==> src/rtl/motor_pkg.sv <==
// rtl/motor_pkg.sv - shared types for the four-motor sequencing controller
package motor_pkg;

   typedef logic [10:0] spd_t;

   typedef enum logic [1:0] {
      ST_OFF,
      ST_ARMING,
      ST_RUN,
      ST_STOP
   } motor_state_t;

   // Per-frame action the sequencer asks of every motor slew unit
   typedef enum logic [1:0] {
      SLEW_HOLD,
      SLEW_ZERO,
      SLEW_TRACK,
      SLEW_DOWN
   } slew_op_t;

   function automatic spd_t clamp_spd(input spd_t cmd, input spd_t ceiling);
      return (cmd > ceiling) ? ceiling : cmd;
   endfunction

endpackage

==> src/rtl/spd_slew.sv <==
// rtl/spd_slew.sv - one motor: clamped target register and rate-limited speed
module spd_slew
   import motor_pkg::*;
#(
   parameter int SLEW_STEP = 16,
   parameter int MAX_SPD   = 2000
) (
   input  logic     clk,
   input  logic     rst_n,
   input  logic     cmd_vld,
   input  spd_t     cmd,
   input  slew_op_t op,
   output spd_t     spd
);

   localparam logic [11:0] STEP12 = 12'(SLEW_STEP);
   localparam logic [11:0] MAX12  = 12'(MAX_SPD);
   localparam spd_t        MAX11  = spd_t'(MAX_SPD);

   spd_t        tgt;
   logic [11:0] spd12;
   logic [11:0] tgt12;
   logic [11:0] gap12;
   logic [11:0] next12;

   // Next speed: move toward target or zero by at most one step, never past it
   always_comb begin
      spd12  = {1'b0, spd};
      tgt12  = {1'b0, tgt};
      gap12  = '0;
      next12 = spd12;
      case (op)
         SLEW_ZERO: next12 = '0;
         SLEW_TRACK: begin
            if (tgt12 > spd12) begin
               gap12  = tgt12 - spd12;
               next12 = (gap12 > STEP12) ? spd12 + STEP12 : tgt12;
            end else begin
               gap12  = spd12 - tgt12;
               next12 = (gap12 > STEP12) ? spd12 - STEP12 : tgt12;
            end
         end
         SLEW_DOWN: next12 = (spd12 > STEP12) ? spd12 - STEP12 : '0;
         default:   next12 = spd12;
      endcase
      if (next12 > MAX12) begin
         next12 = MAX12;
      end
   end

   // Target latches any qualified command; speed follows the sequencer's op
   always_ff @(posedge clk or negedge rst_n) begin
      if (!rst_n) begin
         tgt <= '0;
         spd <= '0;
      end else begin
         if (cmd_vld) begin
            tgt <= clamp_spd(cmd, MAX11);
         end
         spd <= spd_t'(next12);
      end
   end

endmodule

==> src/rtl/motor_seq_ctrl.sv <==
// rtl/motor_seq_ctrl.sv - ESC frame timing and arm/run/stop sequencing for four motors
module motor_seq_ctrl
   import motor_pkg::*;
#(
   parameter int FRAME_CYCLES = 1_000_000,
   parameter int ARM_FRAMES   = 50,
   parameter int SLEW_STEP    = 16,
   parameter int MAX_SPD      = 2000
) (
   input  logic clk,
   input  logic rst_n,
   input  logic arm_req,
   input  logic disarm_req,
   input  logic kill,
   input  logic cmd_vld,
   input  spd_t frnt_cmd,
   input  spd_t bck_cmd,
   input  spd_t lft_cmd,
   input  spd_t rght_cmd,
   output spd_t frnt_spd,
   output spd_t bck_spd,
   output spd_t lft_spd,
   output spd_t rght_spd,
   output logic wrt,
   output logic motors_off,
   output logic armed
);

   localparam int              CW       = $clog2(FRAME_CYCLES);
   localparam logic [CW-1:0]   CNT_LAST = CW'(FRAME_CYCLES - 1);
   localparam logic [7:0]      ARM_LAST = 8'(ARM_FRAMES - 1);
   localparam logic [11:0]     STEP12   = 12'(SLEW_STEP);

   logic [CW-1:0] frame_cnt;
   logic          frame_tick;
   motor_state_t  state;
   logic [7:0]    arm_cnt;
   slew_op_t      slew_op;
   logic          stop_done;

   // The edge leaving count 0 is the frame edge; wrt is high for the cycle after it
   assign frame_tick = (frame_cnt == '0);

   // Every motor reaches zero on this frame edge when each is within one step
   assign stop_done = ({1'b0, frnt_spd} <= STEP12) && ({1'b0, bck_spd}  <= STEP12) &&
                      ({1'b0, lft_spd}  <= STEP12) && ({1'b0, rght_spd} <= STEP12);

   // Free-running frame counter and frame strobe, untouched by state or kill
   always_ff @(posedge clk or negedge rst_n) begin
      if (!rst_n) begin
         frame_cnt <= '0;
         wrt       <= 1'b0;
      end else begin
         frame_cnt <= (frame_cnt == CNT_LAST) ? '0 : frame_cnt + CW'(1);
         wrt       <= frame_tick;
      end
   end

   // Slew action for this edge; kill and disarm pre-empt the frame update
   always_comb begin
      slew_op = SLEW_HOLD;
      if (kill) begin
         slew_op = SLEW_ZERO;
      end else begin
         case (state)
            ST_OFF, ST_ARMING: slew_op = SLEW_ZERO;
            ST_RUN:  if (!disarm_req && frame_tick) slew_op = SLEW_TRACK;
            ST_STOP: if (frame_tick) slew_op = SLEW_DOWN;
            default: slew_op = SLEW_ZERO;
         endcase
      end
   end

   // Sequencer with registered motors_off/armed; priority kill > disarm > arm > frame
   always_ff @(posedge clk or negedge rst_n) begin
      if (!rst_n) begin
         state      <= ST_OFF;
         arm_cnt    <= '0;
         motors_off <= 1'b1;
         armed      <= 1'b0;
      end else if (kill) begin
         state      <= ST_OFF;
         arm_cnt    <= '0;
         motors_off <= 1'b1;
         armed      <= 1'b0;
      end else begin
         case (state)
            ST_OFF: begin
               if (arm_req) begin
                  state      <= ST_ARMING;
                  arm_cnt    <= '0;
                  motors_off <= 1'b0;
               end
            end
            ST_ARMING: begin
               if (disarm_req) begin
                  state      <= ST_OFF;
                  arm_cnt    <= '0;
                  motors_off <= 1'b1;
               end else if (frame_tick) begin
                  if (arm_cnt == ARM_LAST) begin
                     state   <= ST_RUN;
                     arm_cnt <= '0;
                     armed   <= 1'b1;
                  end else begin
                     arm_cnt <= arm_cnt + 8'd1;
                  end
               end
            end
            ST_RUN: begin
               if (disarm_req) begin
                  state <= ST_STOP;
                  armed <= 1'b0;
               end
            end
            ST_STOP: begin
               if (frame_tick && stop_done) begin
                  state      <= ST_OFF;
                  motors_off <= 1'b1;
               end
            end
            default: begin
               state      <= ST_OFF;
               motors_off <= 1'b1;
               armed      <= 1'b0;
            end
         endcase
      end
   end

   spd_slew #(.SLEW_STEP(SLEW_STEP), .MAX_SPD(MAX_SPD)) u_frnt (
      .clk(clk), .rst_n(rst_n), .cmd_vld(cmd_vld), .cmd(frnt_cmd), .op(slew_op), .spd(frnt_spd)
   );
   spd_slew #(.SLEW_STEP(SLEW_STEP), .MAX_SPD(MAX_SPD)) u_bck (
      .clk(clk), .rst_n(rst_n), .cmd_vld(cmd_vld), .cmd(bck_cmd), .op(slew_op), .spd(bck_spd)
   );
   spd_slew #(.SLEW_STEP(SLEW_STEP), .MAX_SPD(MAX_SPD)) u_lft (
      .clk(clk), .rst_n(rst_n), .cmd_vld(cmd_vld), .cmd(lft_cmd), .op(slew_op), .spd(lft_spd)
   );
   spd_slew #(.SLEW_STEP(SLEW_STEP), .MAX_SPD(MAX_SPD)) u_rght (
      .clk(clk), .rst_n(rst_n), .cmd_vld(cmd_vld), .cmd(rght_cmd), .op(slew_op), .spd(rght_spd)
   );

endmodule

==> config.mk <==
export PLATFORM = sky130hd
export DESIGN_NAME = motor_seq_ctrl
export DESIGN_NICKNAME = d
export VERILOG_FILES = /design/src/rtl/motor_pkg.sv /design/src/rtl/spd_slew.sv /design/src/rtl/motor_seq_ctrl.sv
export SDC_FILE = /design/constraint.sdc
export NUM_CORES = 1
export LEC_CHECK = 0
export BUFFER_PORTS_ARGS = -buffer_cell sky130_fd_sc_hd__buf_2
export CORE_ASPECT_RATIO = 1.2
export CORE_MARGIN = 10
export CORE_UTILIZATION = 30
export CTS_CLUSTER_SIZE = 24
export DETAILED_ROUTE_END_ITERATION = 16
export SLEW_MARGIN = 20
export SYNTH_ARGS = -nofsm -noshare
export SYNTH_HDL_FRONTEND = slang
export SYNTH_SLANG_ARGS = --single-unit
==> constraint.sdc <==
create_clock -name clk -period 6.25 [get_ports clk]
set_clock_uncertainty 0.2 [all_clocks]
set_input_delay 0.3125 -clock clk [delete_from_list [all_inputs] [get_ports clk]]
set_output_delay 0.3125 -clock clk [all_outputs]
set_load 0.03 [all_outputs]
==> results.yml <==
die:
  ios: 97
  rows: 81
  die_height_um: 241.8
  design.die.area_um2: 49520
  floorplan.initialDensity: 0.3026
  coreArea_um2: 40640
  fp.dieW_um: 204.8
detailed_routing:
  detail_route.first_pass.iterations: 7
  drt_first_iter_violations: 936
  post-route-drc-count: 0
  route.vias.total: 12103
  wl_per_cell_um: 17.76
  drt_wl_total_um: 39180
  postRouteAntennaNets: 0
  drt-vias-per-instance: 5.486
yosys:
  synth.yosys.warnings: 0
  syn-cell-area_um2: 12300
  synth-seq-cells: 121
  synth.avg_cell_area_um2: 7.883
  ys_types: 111
  synthFlopType: "dfrtp_1"
  synth_largest_area_cell: "dfrtp_1"
  synth_edf_count: 0
  synthCells: 1560
  most_common_library_cells_after_synthesis: "134 x inv_1, 133 x nand2_1, 120 x dfrtp_1, 120 x nor2_1, 104 x ha_1"
  sequential_to_total_area_share_from_yosys_stat: 0.2463
  synth.most_common_cell: "inv_1"
  synth_largest_type_area_fraction: 0.2442
  synth.net_count: 1718
  asyncSetResetFlopFracSynth: 1.000
  post_synth_main_area_contributors: "dfrtp_1 24%, ha_1 11%, inv_1 4.1%"
worst_setup_path:
  crit_path_start_kind: "flop"
  critPathMaxFanout: 13
  critPathArrivalTime_ns: 4.93
  timing.critical_path.required_ns: 6.36
  crit_type: "reg -> reg"
  endpoint_kind: "flop"
layout:
  post_route_cells_drive_above_1_share: 0.1212
  post_layout_nonfiller_instances: 2206
  layout.filler_cells: 4189
  finish.instance_area_um2: 14160
  layout.nets: 1811
  layout-area-overhead-vs-synth_pct: 15.14
  finish.utilization: 0.3484
place:
  routabilityCongestion: 0.9488
  post-place-cells: 2127
  placed_cell_area_um2: 13130
  input_output_buffers: 96
  final_hpwl_from_detailed_placement_um: 30140
  placement.setup.worst_slack_ns: 1.579
timing:
  rsz_0062_raised_after_global_routing: "false"
  setup-tns-final_ns: 0
  hold_viol: 0
  post-route-period-util: 0.7719
  hold_slack_ns: 0.03351
  number_of_slew_limit_violations_in_the_final_report: 0
  max_freq_ghz: 0.2073
  tightestPinTransition_ns: 1.116
  timing.max_slew.rel_slack: 0.2543
  period_minus_slack_ns: 4.824
  setup_violations: 0
  setup_slack_ns: 1.426
run:
  max_cap_viol_count: 0
pwr:
  design_power_mw: 2.381
  comb_power_share: 0.242
  switching_share: 0.3126
  cell_internal_pwr_mw: 1.637
  power_density_nw_per_um2: 168.2
  power.sequential.fraction: 0.358
  p_clk_frac: 0.400
  power_leakage_nw: 6.500
  vdd.ir_drop.worst_v: 0.0001815
  net-switching-power_mw: 0.7443
clock_tree:
  post_cts.repair.setup_buffers: 0
  clk_path_buf_depth: 2
  tritoncts: "done"
  clk_pin_slew_worst_paths_ns: 0.06
  htree_levels: 4
  clock_root_buffer_master: "clkbuf_16"
  clock-sinks: 121
  number_of_hold_repair_buffers_added_at_the_cts_stage: 46
  cts_inserted_buffers: 17
  cts_resized: 0
  clk-insertion-delay-late_ns: 0.42
run_status:
  outcome: "complete, no violations"
global_route:
  grt_pass1_vias: 11872
  gr-total-overflow: 0
  grt_antenna_before_repair: 3
  grt_first_pass_wirelength_um: 63070
  pin_count_of_the_biggest_net_entering_global_routing: 62
  grt_usage: 0.1537
min_path:
  worst_min_path_class: "in -> reg"
[flip-flops by register name, indices dropped and copies added (netlist names)]
signal,flops
u_bck.spd,11
u_lft.tgt,11
u_frnt.tgt,11
frame_cnt,20
state,2
u_frnt.spd,11
wrt,1
u_rght.spd,11
motors_off,1
u_lft.spd,11
armed,1
arm_cnt,8
u_rght.tgt,11
u_bck.tgt,11
[layer usage]
layer | wire length, µm | global-route usage | up-vias | part of all wire
li1 | - | - | 5846 | -
met1 | 16340 | 0.1835 | 5789 | 0.42
met2 | 19910 | 0.2702 | 387 | 0.51
met3 | 1959 | 0.02515 | 77 | 0.050
met4 | 944 | 0.05365 | 4 | 0.024
met5 | 34 | 0 | - | 0.00087
[power groups by stage]
stage | Clock (mW) | Sequential, mW | Combinational (mW)
2_1_floorplan | 0 | 0.849 | 0.417
3_3_place_gp | 0 | 0.865 | 0.541
3_5_place_dp | 0 | 0.865 | 0.547
4_1_cts | 0.978 | 0.852 | 0.573
5_1_grt | 1.01 | 0.856 | 0.643
6_report | 0.952 | 0.853 | 0.576
[cell families after synthesis]
kind of cell,count (synthesis),synth area share
and+or+nand+nor,562,0.2413
AOI/OAI and AO/OA,466,0.2579
buffers and inverters,210,0.07223
DFF,121,0.2463
adders and majority gates,108,0.1123
xor gates and xnor gates,78,0.05555
muxes,15,0.01435
[worst paths after layout]
kind | cells past startpoint | slack [ns] | end | start
max | 14 | 1.43 | u_lft.spd[0] | u_lft.spd[4]
min in group asynchronous | 2 | 0.31 | u_bck.tgt[1] | rst_n
max in group asynchronous | 3 | 4.23 | u_rght.spd[7] | rst_n
min | 3 | 0.03 | state[0] | disarm_req
min reg2reg | 1 | 0.29 | frame_cnt[4] | frame_cnt[4]
max reg2reg | 14 | 1.43 | u_lft.spd[0] | u_lft.spd[4]
[area by class of cell]
| class | count | area, µm² | share of cell area |
|---|---|---|---|
| timing repair buffer | 148 | 988.4 | 0.06981 |
| multi-input combinational | 1229 | 8384 | 0.5921 |
| tap | 539 | 674.4 | 0.04763 |
| antenna | 1 | 2.502 | 0.0001767 |
| clock inverter | 7 | 65.06 | 0.004595 |
| inverter | 136 | 510.5 | 0.03605 |
| sequential | 121 | 3029 | 0.2139 |
| clock buffer | 25 | 505.5 | 0.03570 |
[critical path: stages, from the launching register on]
cell      delay [ns]
dfrtp_1         0.58
inv_1           0.25
ha_1            0.58
a21o_1          0.19
nand2_1         0.11
and3_4          0.24
o221ai_2        0.18
xor2_1          0.10
nor4_2          0.88
nor2_2          0.22
a221oi_2        0.33
o221a_2         0.27
o21ai_1         0.05
nand4b_2        0.29
and3_1          0.23
[placed cells by master, fill, tap and decap left out, drive strengths merged, types with 30 or more instances in the layout]
cell           n
o21ai        109
and3          30
nor3          42
nand2        133
a21oi        105
buf          102
nor2         124
dfrtp        120
xnor2         52
nand3         65
dlygate4sd3   46
ha           104
inv          136
No activity file was read; power rests on OpenSTA's default activity.
